**src/rtl/tl_xbar_1ton.sv**
```systemverilog
// ----------------------------------------------------------------------------
// tl_xbar_1ton
//
// Purpose:
//   Single-client to NUM_OUT-manager TileLink-UL crossbar.
//   - A channel: routed combinationally by the address select field
//     in_a_address[SEL_LSB +: SEL_W]. Select values >= NUM_OUT fold onto the
//     last port. All A fields are broadcast; only out_a_valid is steered.
//   - D channel: responses from the managers are merged through a
//     round-robin arbiter. Once a multi-beat response wins, the grant stays
//     locked on that port until its last beat has been accepted.
//
// Handshake semantics (both channels): a beat transfers in a cycle where
//   valid && ready are both high. The crossbar never holds a beat of its own;
//   ready is passed straight through from the selected sink.
//
// Optional build macro:
//   TLXBAR_A_BURST_LOCK_EN - when defined, a multi-beat Put (opcode[2]==0,
//   size > LGB) latches its route on the first A beat and keeps it for the
//   remaining beats regardless of the address bits. When undefined the A
//   route is purely combinational from the address every cycle.
//
// Ports:
//   clock, reset            clock, synchronous active-high reset
//   in_a_*                  client A channel (valid/ready + fields)
//   in_d_*                  client D channel (valid/ready + fields)
//   out_a_*                 per-manager A channel, port k at [k*W +: W]
//   out_d_*                 per-manager D channel, port k at [k*W +: W]
// ----------------------------------------------------------------------------
module tl_xbar_1ton #(
    parameter int NUM_OUT    = 2,
    parameter int SEL_LSB    = 16,
    parameter int ADDR_W     = 21,
    parameter int DATA_W     = 64,
    parameter int SRC_W      = 7,
    parameter int SIZE_W     = 3,
    localparam int SEL_W      = (NUM_OUT > 1) ? $clog2(NUM_OUT) : 1,
    localparam int BEAT_BYTES = DATA_W / 8,
    localparam int LGB        = $clog2(BEAT_BYTES)
) (
    input  logic                           clock,
    input  logic                           reset,

    // Client A channel
    input  logic                           in_a_valid,
    output logic                           in_a_ready,
    input  logic [2:0]                     in_a_opcode,
    input  logic [2:0]                     in_a_param,
    input  logic [SIZE_W-1:0]              in_a_size,
    input  logic [SRC_W-1:0]               in_a_source,
    input  logic [ADDR_W-1:0]              in_a_address,
    input  logic [BEAT_BYTES-1:0]          in_a_mask,
    input  logic [DATA_W-1:0]              in_a_data,
    input  logic                           in_a_corrupt,

    // Client D channel
    output logic                           in_d_valid,
    input  logic                           in_d_ready,
    output logic [2:0]                     in_d_opcode,
    output logic [SIZE_W-1:0]              in_d_size,
    output logic [SRC_W-1:0]               in_d_source,
    output logic [DATA_W-1:0]              in_d_data,

    // Manager A channels
    output logic [NUM_OUT-1:0]             out_a_valid,
    input  logic [NUM_OUT-1:0]             out_a_ready,
    output logic [3*NUM_OUT-1:0]           out_a_opcode,
    output logic [3*NUM_OUT-1:0]           out_a_param,
    output logic [SIZE_W*NUM_OUT-1:0]      out_a_size,
    output logic [SRC_W*NUM_OUT-1:0]       out_a_source,
    output logic [ADDR_W*NUM_OUT-1:0]      out_a_address,
    output logic [BEAT_BYTES*NUM_OUT-1:0]  out_a_mask,
    output logic [DATA_W*NUM_OUT-1:0]      out_a_data,
    output logic [NUM_OUT-1:0]             out_a_corrupt,

    // Manager D channels
    input  logic [NUM_OUT-1:0]             out_d_valid,
    output logic [NUM_OUT-1:0]             out_d_ready,
    input  logic [3*NUM_OUT-1:0]           out_d_opcode,
    input  logic [SIZE_W*NUM_OUT-1:0]      out_d_size,
    input  logic [SRC_W*NUM_OUT-1:0]       out_d_source,
    input  logic [DATA_W*NUM_OUT-1:0]      out_d_data
);

    localparam logic [SIZE_W-1:0] LGB_S    = SIZE_W'(LGB);
    localparam logic [SEL_W-1:0]  LAST_IDX = SEL_W'(NUM_OUT - 1);

    // Number of beats minus one for a message of the given size. Only
    // messages that carry data and exceed one beat are multi-beat. The shift
    // may wrap to zero for the largest size; the subtraction then still
    // yields the correct all-ones count.
    function automatic logic [SIZE_W:0] beats_m1(input logic multi,
                                                 input logic [SIZE_W-1:0] size);
        logic [SIZE_W:0] one_hot;
        one_hot  = '0;
        beats_m1 = '0;
        if (multi && (size > LGB_S)) begin
            one_hot  = (SIZE_W+1)'(1) << (size - LGB_S);
            beats_m1 = one_hot - (SIZE_W+1)'(1);
        end
    endfunction

    // ------------------------------------------------------------------
    // A channel routing
    // ------------------------------------------------------------------
    logic [SEL_W-1:0]   sel_raw;
    logic [SEL_W-1:0]   route_addr;
    logic [SEL_W-1:0]   route;
    logic [NUM_OUT-1:0] route_oh;

    assign sel_raw    = in_a_address[SEL_LSB +: SEL_W];
    // Unused select codes fold onto the highest port.
    assign route_addr = (sel_raw > LAST_IDX) ? LAST_IDX : sel_raw;

`ifdef TLXBAR_A_BURST_LOCK_EN
    logic [SIZE_W:0]  a_beats_left_q, a_beats_left_d;
    logic [SEL_W-1:0] a_route_q, a_route_d;
    logic             a_fire;
    logic             a_multi_put;

    assign a_fire      = in_a_valid & in_a_ready;
    assign a_multi_put = ~in_a_opcode[2];

    // While beats of a Put burst remain, the latched route wins over the
    // address so a burst cannot be split across managers.
    assign route = (a_beats_left_q != '0) ? a_route_q : route_addr;

    always_comb begin
        a_beats_left_d = a_beats_left_q;
        a_route_d      = a_route_q;
        if (a_fire) begin
            if (a_beats_left_q == '0) begin
                a_beats_left_d = beats_m1(a_multi_put, in_a_size);
                a_route_d      = route_addr;
            end else begin
                a_beats_left_d = a_beats_left_q - (SIZE_W+1)'(1);
            end
        end
    end

    always_ff @(posedge clock) begin
        if (reset) begin
            a_beats_left_q <= '0;
            a_route_q      <= '0;
        end else begin
            a_beats_left_q <= a_beats_left_d;
            a_route_q      <= a_route_d;
        end
    end
`else
    assign route = route_addr;
`endif

    always_comb begin
        route_oh = '0;
        for (int k = 0; k < NUM_OUT; k++) begin
            route_oh[k] = (route == SEL_W'(k));
        end
    end

    assign out_a_valid   = {NUM_OUT{in_a_valid}} & route_oh;
    assign in_a_ready    = |(out_a_ready & route_oh);

    assign out_a_opcode  = {NUM_OUT{in_a_opcode}};
    assign out_a_param   = {NUM_OUT{in_a_param}};
    assign out_a_size    = {NUM_OUT{in_a_size}};
    assign out_a_source  = {NUM_OUT{in_a_source}};
    assign out_a_address = {NUM_OUT{in_a_address}};
    assign out_a_mask    = {NUM_OUT{in_a_mask}};
    assign out_a_data    = {NUM_OUT{in_a_data}};
    assign out_a_corrupt = {NUM_OUT{in_a_corrupt}};

    // ------------------------------------------------------------------
    // D channel arbitration
    // ------------------------------------------------------------------
    logic [SIZE_W:0]    beats_left_q, beats_left_d;
    logic [NUM_OUT-1:0] state_q, state_d;
    logic [SEL_W-1:0]   prio_q, prio_d;

    logic               idle;
    logic [NUM_OUT-1:0] at_or_above;
    logic [NUM_OUT-1:0] req_hi;
    logic [NUM_OUT-1:0] pick_from;
    logic [NUM_OUT-1:0] winner;
    logic [SEL_W-1:0]   win_idx;
    logic [NUM_OUT-1:0] mux_sel;
    logic               any_valid;

    assign idle      = (beats_left_q == '0);
    assign any_valid = |out_d_valid;

    // Round-robin: first valid port at or above the pointer; if none, the
    // search wraps to the lowest valid port below it.
    always_comb begin
        at_or_above = '0;
        for (int k = 0; k < NUM_OUT; k++) begin
            at_or_above[k] = (int'(prio_q) <= k);
        end
    end

    assign req_hi    = out_d_valid & at_or_above;
    assign pick_from = (|req_hi) ? req_hi : out_d_valid;

    always_comb begin
        winner  = '0;
        win_idx = '0;
        for (int k = NUM_OUT - 1; k >= 0; k--) begin
            if (pick_from[k]) begin
                winner    = '0;
                winner[k] = 1'b1;
                win_idx   = SEL_W'(k);
            end
        end
    end

    assign mux_sel     = idle ? winner : state_q;
    assign in_d_valid  = idle ? any_valid : |(out_d_valid & state_q);
    assign out_d_ready = {NUM_OUT{in_d_ready}} & mux_sel;

    // AND-OR field mux; all zero when nothing is selected.
    always_comb begin
        in_d_opcode = '0;
        in_d_size   = '0;
        in_d_source = '0;
        in_d_data   = '0;
        for (int k = 0; k < NUM_OUT; k++) begin
            in_d_opcode = in_d_opcode | ({3{mux_sel[k]}}      & out_d_opcode[k*3 +: 3]);
            in_d_size   = in_d_size   | ({SIZE_W{mux_sel[k]}} & out_d_size[k*SIZE_W +: SIZE_W]);
            in_d_source = in_d_source | ({SRC_W{mux_sel[k]}}  & out_d_source[k*SRC_W +: SRC_W]);
            in_d_data   = in_d_data   | ({DATA_W{mux_sel[k]}} & out_d_data[k*DATA_W +: DATA_W]);
        end
    end

    // While idle the muxed fields belong to the winner, so its beat count can
    // be taken from the merged opcode/size. With no winner they are zero and
    // the count stays zero.
    always_comb begin
        beats_left_d = beats_left_q;
        state_d      = state_q;
        prio_d       = prio_q;
        if (idle) begin
            state_d = winner;
            if (in_d_ready) begin
                beats_left_d = beats_m1(in_d_opcode[0], in_d_size);
                if (any_valid) begin
                    prio_d = (win_idx == LAST_IDX) ? '0 : win_idx + SEL_W'(1);
                end
            end
        end else if (in_d_valid && in_d_ready) begin
            beats_left_d = beats_left_q - (SIZE_W+1)'(1);
        end
    end

    always_ff @(posedge clock) begin
        if (reset) begin
            beats_left_q <= '0;
            state_q      <= '0;
            prio_q       <= '0;
        end else begin
            beats_left_q <= beats_left_d;
            state_q      <= state_d;
            prio_q       <= prio_d;
        end
    end

endmodule

```
**config.mk**
```make
export PLATFORM = sky130hd
export DESIGN_NAME = tl_xbar_1ton
export DESIGN_NICKNAME = d
export VERILOG_FILES = /design/src/rtl/tl_xbar_1ton.sv
export SDC_FILE = /design/constraint.sdc
export NUM_CORES = 1
export LEC_CHECK = 0
export CORE_AREA = 8 8 216 218
export DETAILED_ROUTE_END_ITERATION = 12
export DIE_AREA = 0 0 224 226
export PLACE_DENSITY = 0.33
export SLEW_MARGIN = 20
export SYNTH_ARGS = -nofsm -noshare
export SYNTH_HDL_FRONTEND = slang
export SYNTH_SLANG_ARGS = --single-unit
```
**constraint.sdc**
```tcl
create_clock -name clock -period 10.4 [get_ports clock]
set_input_delay 1.04 -clock clock [delete_from_list [all_inputs] [get_ports clock]]
set_output_delay 1.04 -clock clock [all_outputs]
set_load 0.05 [all_outputs]
```
==> results.json, run 1 <==
{
  "outcome": "complete, no violations",
  "fmax_ghz": 0.193,
  "synth-edff-count": 0,
  "cts_tree": "done",
  "p_per_area_nw_per_um2": 398,
  "slew_headroom_pct": 33.5,
  "drt_pass1_iterations": 4,
  "wl_met1_um": 5260,
  "rsz0062_at_grt": "no",
  "ys.flop_type": "dfxtp_1",
  "numCtsBuffers": 3,
  "grt_pass1_vias": 2913,
  "num_io_pins": 575,
  "finalHoldViolCount": 0,
  "hold_path.class": "reg2reg",
  "syn_to_final_growth_pct": 51.0,
  "synth.avg_cell_area_um2": 7.86,
  "intPower_w": 0.000682,
  "async_flop_share_pct": 0,
  "vias_per_cell": 2.66,
  "required_ns": 9.36,
  "max-vdd-ir-drop_uv": 116,
  "dieHeight_um": 226,
  "min-delay-start": "beats_left_q[1]",
  "worstSetupStartpointType": "primary input",
  "max_cap_violations": 0,
  "synth.area.top_cells": "buf_4 54%, a22o_1 21%, dfxtp_1 4.6%",
  "reg2reg_slack_ns": 6.47,
  "postSynthCellCount": 388,
  "grt-ovfl-total": 0,
  "drc": 0,
  "cts_resized": 0,
  "core_um2": 43500,
  "cp.arrival_ns": 4.15,
  "holdBufCountCts": 0,
  "fin_worst_skew_ns": 0.00216,
  "cts_sinks": 7,
  "min_to": "beats_left_q[1]",
  "yosysMostFrequentCell": "buf_4",
  "crit_fanout": 53,
  "period_share_pct": 49.9,
  "synth-seq-cells": 7,
  "wl_per_cell_um": 15.4,
  "rows": 77,
  "cp-end-kind": "output port",
  "power_frac_seq_pct": 2.8,
  "num_vias": 2644,
  "netSwitchingPower_w": 0.00115,
  "drive_gt1_share_pct": 4.98,
  "worstSetupPathType": "in2out",
  "fin_nets": 679,
  "drtIter0Drc": 111,
  "path_clk_slew_ns": 0.04,
  "comb_power_share_pct": 93.6,
  "antenna_found_initial": 1,
  "r2r_cells": 13,
  "die_x_um": 224,
  "antenna_left": 0,
  "clockPowerShare_pct": 3.6,
  "synth_nets": 664,
  "ys_seq_area_share_pct": 4.59,
  "wl_met2_um": 6590,
  "die_area_um2": 50600,
  "netlist_top_cells_count": "220 x buf_4, 73 x a22o_1, 7 x buf_2, 7 x clkbuf_1, 7 x dfxtp_1",
  "start_util_pct": 7.02,
  "h-tree-depth": 1,
  "io_buffers": 247,
  "clock_path_buffers": 2,
  "fin_tns_setup_ns": 0,
  "routed.top_layer": "met4",
  "setup_viol": 0,
  "fillers": 5003,
  "ys_types": 49,
  "wl_met3_um": 2030,
  "synth_area_leader_cell": "buf_4",
  "power_switching_share_pct": 62.8,
  "finalCriticalPeriod_ns": 5.19,
  "hold_depth": 2,
  "dp_hpwl_um": 12900,
  "slew_violations": 0,
  "place_congestion": 0.699,
  "diodes": 0,
  "tightestPinTransition_ns": 0.988,
  "insertion_delay_ns": 0.23,
  "r2r_end": "beats_left_q[2]",
  "p_leak_nw": 1.52,
  "postRouteWirelength_um": 15300,
  "postCtsSetupBuffers": 0,
  "ys_warn_count": 0,
  "r2r_start": "beats_left_q[0]",
  "finalPower_w": 0.00183,
  "grt_max_degree": 54,
  "grtUsageTotal_pct": 5.28,
  "grt_first_pass_wirelength_um": 20300,
  "synth_top_area_share_pct": 54.1,
  "netlist_area_um2": 3050,
  "ctsRootBufferMaster": "clkbuf_16"
}
routing by layer:
metal  vias to the layer above  track usage (%)
li1                       1159                -
met1                      1103             5.29
met2                       257             8.04
met3                       125             2.64
met4                         0             4.82
met5                         -                0
cells by family after synthesis:
logic type               Yosys count  share of synthesized area [%]
XOR/XNOR                           1                          0.287
multiplexers                       3                           1.19
buffers and inverters            245                           58.2
flip-flops                         7                           4.59
adder cells (fa/ha/maj)            4                           1.64
AO/OA/AOI/OAI                     97                           27.7
AND/OR/NAND/NOR                   31                           6.36
final cells by class:
| cell class | instances | area [µm²] | share of cell area, % |
|---|---|---|---|
| multi-input combinational | 136 | 1140 | 24.7 |
| clock buffer | 4 | 78.8 | 1.71 |
| sequential | 7 | 140 | 3.04 |
| tap | 592 | 741 | 16.1 |
| inverter | 6 | 22.5 | 0.489 |
| timing repair buffer | 249 | 2490 | 54.0 |
worst max-delay path by stage:
stage / start / endpoint / slack (ns) / depth (start not counted)
2_1_floorplan: out_d_valid[0] / beats_left_q[2] / 6.62 / 12
6_report: out_d_valid[0] / in_d_data[5] / 5.21 / 6
3_3_place_gp: out_d_valid[0] / in_d_data[5] / 5.20 / 6
5_1_grt: out_d_valid[1] / in_d_data[5] / 5.02 / 6
3_5_place_dp: out_d_valid[0] / in_d_data[5] / 5.19 / 6
4_1_cts: out_d_valid[0] / in_d_data[5] / 5.17 / 6
worst max-delay path: stages:
cell	delay, ns
clkdlybuf4s50_1	0.54
a21boi_0	0.33
mux2_4	0.45
buf_4	0.56
a22o_1	0.30
clkdlybuf4s50_1	0.83
power groups by stage:
stage | clock [W] | sequential (W) | combinational (W)
2_1_floorplan | 0 | 0.0000494 | 0.00140
3_3_place_gp | 0 | 0.0000532 | 0.00175
3_5_place_dp | 0 | 0.0000529 | 0.00175
4_1_cts | 0.0000668 | 0.0000526 | 0.00176
5_1_grt | 0.0000683 | 0.0000550 | 0.00180
6_report | 0.0000653 | 0.0000522 | 0.00172
registers in the layout, summed over array words and instances (netlist names):
register      cells
prio_q            1
beats_left_q      4
state_q           2
layout by cell type (no fill, tap or decap), types with 2 or more instances in the layout:
cell	count
clkdlybuf4s50_1	247
a22o_1	73
dfxtp_1	7
nand2_1	5
nor2_1	5
inv_1	4
and2_1	4
ha_1	4
o21ai_0	3
o211ai_1	3
clkbuf_16	3
a21boi_0	2
inv_2	2
nor2b_1	2
or3_1	2
a31oi_1	2
a311oi_1	2
buf_4	2
through the flow:
step	worst slack, ns	instance area (µm²)	util, %	hold slack (ns)	instances
floorplan	6.62	3050	-	0.480	388
global placement	5.20	4530	10.4	0.499	990
detailed placement	5.19	4530	10.4	0.511	990
CTS	5.17	4610	10.6	0.517	994
global route	5.02	4610	10.6	0.561	994
finish	5.21	4610	10.6	0.519	994
No activity file was read; power rests on OpenSTA's default activity.
==> run 2: changes to the inputs <==
- CORE_AREA: 8 8 216 218 -> 8 8 215 217
- DIE_AREA: 0 0 224 226 -> 0 0 223 225
- clock period: 10.4 -> 5.08 ns (I/O delays scaled with it)
==> results.json, run 2 (synthesis results as in run 1) <==
{
  "dieHeight_um": 225,
  "fillers": 4892,
  "largest_register_ffs": 4,
  "num_io_pins": 575,
  "crit_path_max_incr_delay_ns": 0.83,
  "num_vias": 2711,
  "postCtsSetupBuffers": 0,
  "design_area_um2": 4560,
  "r2r_cells": 13,
  "r2r_start": "beats_left_q[0]",
  "fin_worst_skew_ns": 0.00348,
  "die_x_um": 223,
  "cts_resized": 0,
  "max-vdd-ir-drop_uv": 443,
  "p_per_area_nw_per_um2": 839,
  "power_frac_seq_pct": 2.8,
  "startpoint": "beats_left_q[0]",
  "drtIter0Drc": 67,
  "critPathCapture": "in_d_data[35]",
  "clock_path_buffers": 2,
  "cts_sinks": 7,
  "reg_top3": "beats_left_q x4, state_q x2, prio_q x1",
  "core_um2": 42700,
  "place_area_um2": 4480,
  "drt_pass1_iterations": 4,
  "die_area_um2": 50200,
  "intPower_w": 0.00142,
  "drc": 0,
  "reg2reg_slack_ns": 1.14,
  "setup_slack_ns": 0.957,
  "postRouteWirelength_um": 19300,
  "period_share_pct": 81.2,
  "fin_util_pct": 10.7,
  "slew_violations": 0,
  "insertion_delay_ns": 0.23,
  "fin_nets": 679,
  "outcome": "complete, no violations",
  "hold_path.class": "reg2reg",
  "grt-ovfl-total": 0,
  "min-delay-start": "beats_left_q[0]",
  "dp_hpwl_um": 16900,
  "worstSetupStartpointType": "flip-flop",
  "grt_pass1_vias": 2888,
  "h-tree-depth": 1,
  "rsz0062_at_grt": "no",
  "critPathBufInv": 3,
  "p_leak_nw": 1.52,
  "slew_headroom_pct": 38.1,
  "top_register": "beats_left_q",
  "cts_tree": "done",
  "holdBufCountCts": 0,
  "max_cap_violations": 0,
  "grt_max_degree": 55,
  "vias_per_cell": 2.86,
  "rows": 76,
  "fmax_ghz": 0.243,
  "grtUsageTotal_pct": 6.96,
  "tightestPinTransition_ns": 0.920,
  "finalCriticalPeriod_ns": 4.12,
  "start_util_pct": 7.14,
  "final_common_cell": "clkdlybuf4s50_1",
  "io_buffers": 247,
  "place_ws_ns": 0.981,
  "setup_viol": 0,
  "cp.arrival_ns": 3.62,
  "path_clk_slew_ns": 0.04,
  "fin_tns_setup_ns": 0,
  "grt_first_pass_wirelength_um": 25100,
  "r2r_end": "beats_left_q[2]",
  "ctsRootBufferMaster": "clkbuf_16",
  "hold_ws_ns": 0.506,
  "finalHoldViolCount": 0,
  "antenna_left": 0,
  "required_ns": 4.57,
  "clockPowerShare_pct": 3.5,
  "crit_slowest_cell": "clkdlybuf4s50_1",
  "netSwitchingPower_w": 0.00241,
  "drive_gt1_share_pct": 4.98,
  "antenna_found_initial": 8,
  "power_switching_share_pct": 63.0,
  "cp-end-kind": "output port",
  "numCtsBuffers": 3,
  "syn_to_final_growth_pct": 49.6,
  "critical_path.top_delay_family": "buffers and inverters",
  "worstPathCellList": "inv_1 > ha_1 > nor3b_4 > and3_1 > or2_4 > buf_4 > a22o_1 > clkdlybuf4s50_1",
  "comb_power_share_pct": 93.7,
  "worstSetupPathType": "reg2out",
  "layout_common_cells": "247 x clkdlybuf4s50_1, 73 x a22o_1, 7 x dfxtp_1, 5 x nand2_1, 5 x nor2_1",
  "wl_per_cell_um": 20.4,
  "place_congestion": 0.736,
  "crit_fanout": 54,
  "crit_cells": 8
}
run 2: cell types whose count changed in the layout (fill, tap and decap cells not counted), sizes merged:
cell   before  now
diode       0    1
run 2: tightest hold or removal path, stage by stage, from the launching register on:
cell and delay, ns:
dfxtp_1 0.31, nor2_1 0.10, a311oi_1 0.05
run 2: layer usage:
metal	routed length, µm	part of all wire, %	global-route usage [%]	vias to the layer above
li1	-	-	-	1161
met1	6780	35	7.14	1165
met2	8280	43	10.4	276
met3	3120	16	4.80	105
met4	1120	5.8	4.10	4
met5	27	0.14	0	-
run 2: how the worst min path moves through the flow:
stage | slack [ns] | to | cells past startpoint
after floorplan | 0.48 | beats_left_q[0] | 2
after global placement | 0.51 | beats_left_q[0] | 2
after detailed placement | 0.51 | beats_left_q[0] | 2
after CTS | 0.51 | beats_left_q[0] | 2
after global routing | 0.53 | beats_left_q[0] | 2
final | 0.51 | beats_left_q[0] | 2
run 2: layout make-up:
cell class | count | area (µm²) | share of cell area (%)
sequential | 7 | 140 | 3.07
inverter | 6 | 22.5 | 0.494
antenna | 1 | 2.50 | 0.0548
multi-input combinational | 136 | 1140 | 24.9
clock buffer | 4 | 78.8 | 1.73
tap | 546 | 683 | 15.0
timing repair buffer | 249 | 2500 | 54.8
run 2: stage by stage:
stage,instances,total power (W)
3_5_place_dp,944,0.00377
2_1_floorplan,388,0.00296
3_3_place_gp,944,0.00379
4_1_cts,948,0.00393
6_report,949,0.00383
5_1_grt,948,0.00404
run 2: power groups by stage:
| stage | combinational [W] | clock, W | sequential [W] |
|---|---|---|---|
| CTS | 0.00368 | 0.000137 | 0.000107 |
| global placement | 0.00368 | 0 | 0.000109 |
| finish | 0.00359 | 0.000134 | 0.000108 |
| global route | 0.00379 | 0.000141 | 0.000111 |
| detailed placement | 0.00367 | 0 | 0.000107 |
| floorplan | 0.00286 | 0 | 0.000101 |
==> run 3: changes to the inputs <==
- clock period: 5.08 -> 3.8 ns (I/O delays scaled with it)
==> results.json, run 3 (synthesis results as in run 1) <==
{
  "drc": 0,
  "p_leak_nw": 1.67,
  "r2r_end": "beats_left_q[2]",
  "top_register": "beats_left_q",
  "grt_first_pass_wirelength_um": 23900,
  "grt-ovfl-total": 0,
  "ctsRootBufferMaster": "clkbuf_16",
  "slew_headroom_pct": 39.3,
  "required_ns": 3.96,
  "r2r_cells": 13,
  "grt_use_met1_pct": 6.83,
  "grt_use_met3_pct": 4.48,
  "reg2reg_slack_ns": 0.27,
  "max-vdd-ir-drop_uv": 601,
  "period_share_pct": 92.9,
  "hold_path.class": "reg2reg",
  "fin_worst_skew_ns": 0.00218,
  "fmax_ghz": 0.283,
  "hold_depth": 2,
  "layout_common_cells": "170 x clkdlybuf4s50_1, 79 x buf_4, 73 x a22o_1, 7 x dfxtp_1",
  "crit_fanout": 7,
  "grt_max_degree": 76,
  "rsz0062_at_grt": "no",
  "antenna_left": 0,
  "core_um2": 42700,
  "cts_tree": "done",
  "multi_input_area_um2": 1140,
  "h-tree-depth": 1,
  "dieHeight_um": 225,
  "diodes": 0,
  "cp.arrival_ns": 3.68,
  "cp-end-kind": "flip-flop",
  "r2r_start": "beats_left_q[0]",
  "antenna_found_initial": 4,
  "finalCriticalPeriod_ns": 3.53,
  "worstSetupPathType": "reg2reg",
  "worstSetupStartpointType": "flip-flop",
  "outcome": "complete, no violations",
  "wl_per_cell_um": 19.4,
  "syn_to_final_growth_pct": 45.4,
  "io_buffers": 247,
  "final_common_cell": "clkdlybuf4s50_1",
  "drt_pass1_iterations": 4,
  "busiest_layer": "met2",
  "clock_path_buffers": 2,
  "grt_pass1_vias": 2793,
  "seq_area_um2": 140,
  "holdBufCountCts": 0,
  "slew_violations": 0,
  "num_io_pins": 575,
  "tightestPinTransition_ns": 0.910,
  "max_cap_violations": 0,
  "vias_per_cell": 2.79,
  "place_congestion": 0.727,
  "place_area_um2": 4360,
  "drive_gt1_share_pct": 24.9,
  "fin_nets": 683,
  "setup_viol": 0,
  "num_vias": 2652,
  "fin_tns_setup_ns": 0,
  "finalHoldViolCount": 0,
  "postRouteWirelength_um": 18400,
  "use_met2_pct": 9.85,
  "min_to": "beats_left_q[0]",
  "start_util_pct": 7.14,
  "reg_top3": "beats_left_q x4, state_q x2, prio_q x1",
  "fillers": 4933,
  "min-delay-start": "beats_left_q[0]",
  "cts_sinks": 7,
  "postCtsSetupBuffers": 0,
  "numCtsBuffers": 3,
  "p_per_area_nw_per_um2": 1130,
  "path_clk_slew_ns": 0.03,
  "drtIter0Drc": 39,
  "design_area_um2": 4440,
  "insertion_delay_ns": 0.23,
  "fin_util_pct": 10.4,
  "dp_hpwl_um": 16200,
  "die_x_um": 223,
  "die_area_um2": 50200,
  "rows": 76,
  "largest_register_ffs": 4,
  "cts_resized": 0,
  "grtUsageTotal_pct": 6.62
}
==> run 3: cell count changes in the layout (fill, tap and decap cells not counted), sizes merged <==
cell | previous run | this run
buf | 2 | 83
clkdlybuf4s50 | 247 | 170
diode | 1 | 0
==> run 3: worst max-delay path by stage <==
stage	from	to	slack (ns)	cells past startpoint
6_report	beats_left_q[0]	beats_left_q[2]	0.27	13
5_1_grt	beats_left_q[0]	beats_left_q[2]	0.008	13
4_1_cts	beats_left_q[0]	beats_left_q[2]	0.24	13
3_5_place_dp	out_d_valid[0]	beats_left_q[2]	0.08	12
3_3_place_gp	out_d_valid[0]	beats_left_q[2]	0.19	12
2_1_floorplan	beats_left_q[0]	beats_left_q[2]	0.24	14
==> run 3: where the power goes <==
group          switching (W)  internal [W]  leakage [nW]
sequential         0.0000362      0.000107        0.0576
clock              0.0000376      0.000139        0.0382
combinational        0.00316       0.00153          1.57
==> run 3: layout make-up <==
class                   instances  area share [%]
clock buffers                   4            1.78
inverters                       6           0.508
multi-input cells             136            25.6
flip-flops and latches          7            3.16
well taps                     546            15.4
repair buffers                253            53.5
==> run 3: critical path, stage by stage, from the launching register on <==
cell      delay [ns]
dfxtp_1         0.31
inv_1           0.10
ha_1            0.20
or3b_1          0.50
and3_4          0.24
a221oi_2        0.29
inv_2           0.10
and2_4          0.17
ha_1            0.33
or3_1           0.40
ha_1            0.21
nor4_1          0.28
o221ai_1        0.16
a31oi_1         0.18
==> run 3: per-stage QoR <==
step | cells | hold WS [ns] | total power (W) | setup WS (ns)
finish | 952 | 0.506 | 0.00501 | 0.271
global route | 952 | 0.524 | 0.00531 | 0.00800
CTS | 952 | 0.506 | 0.00514 | 0.244
detailed placement | 948 | 0.503 | 0.00495 | 0.0779
global placement | 948 | 0.512 | 0.00496 | 0.194
floorplan | 388 | 0.452 | 0.00396 | 0.237
==> run 3: layer usage <==
metal,routed length [µm],share of wire (%),up-vias
met5,13,0.071,-
li1,-,-,1168
met1,6420,35,1109
met2,7980,43,272
met4,1100,6.0,2
met3,2930,16,101
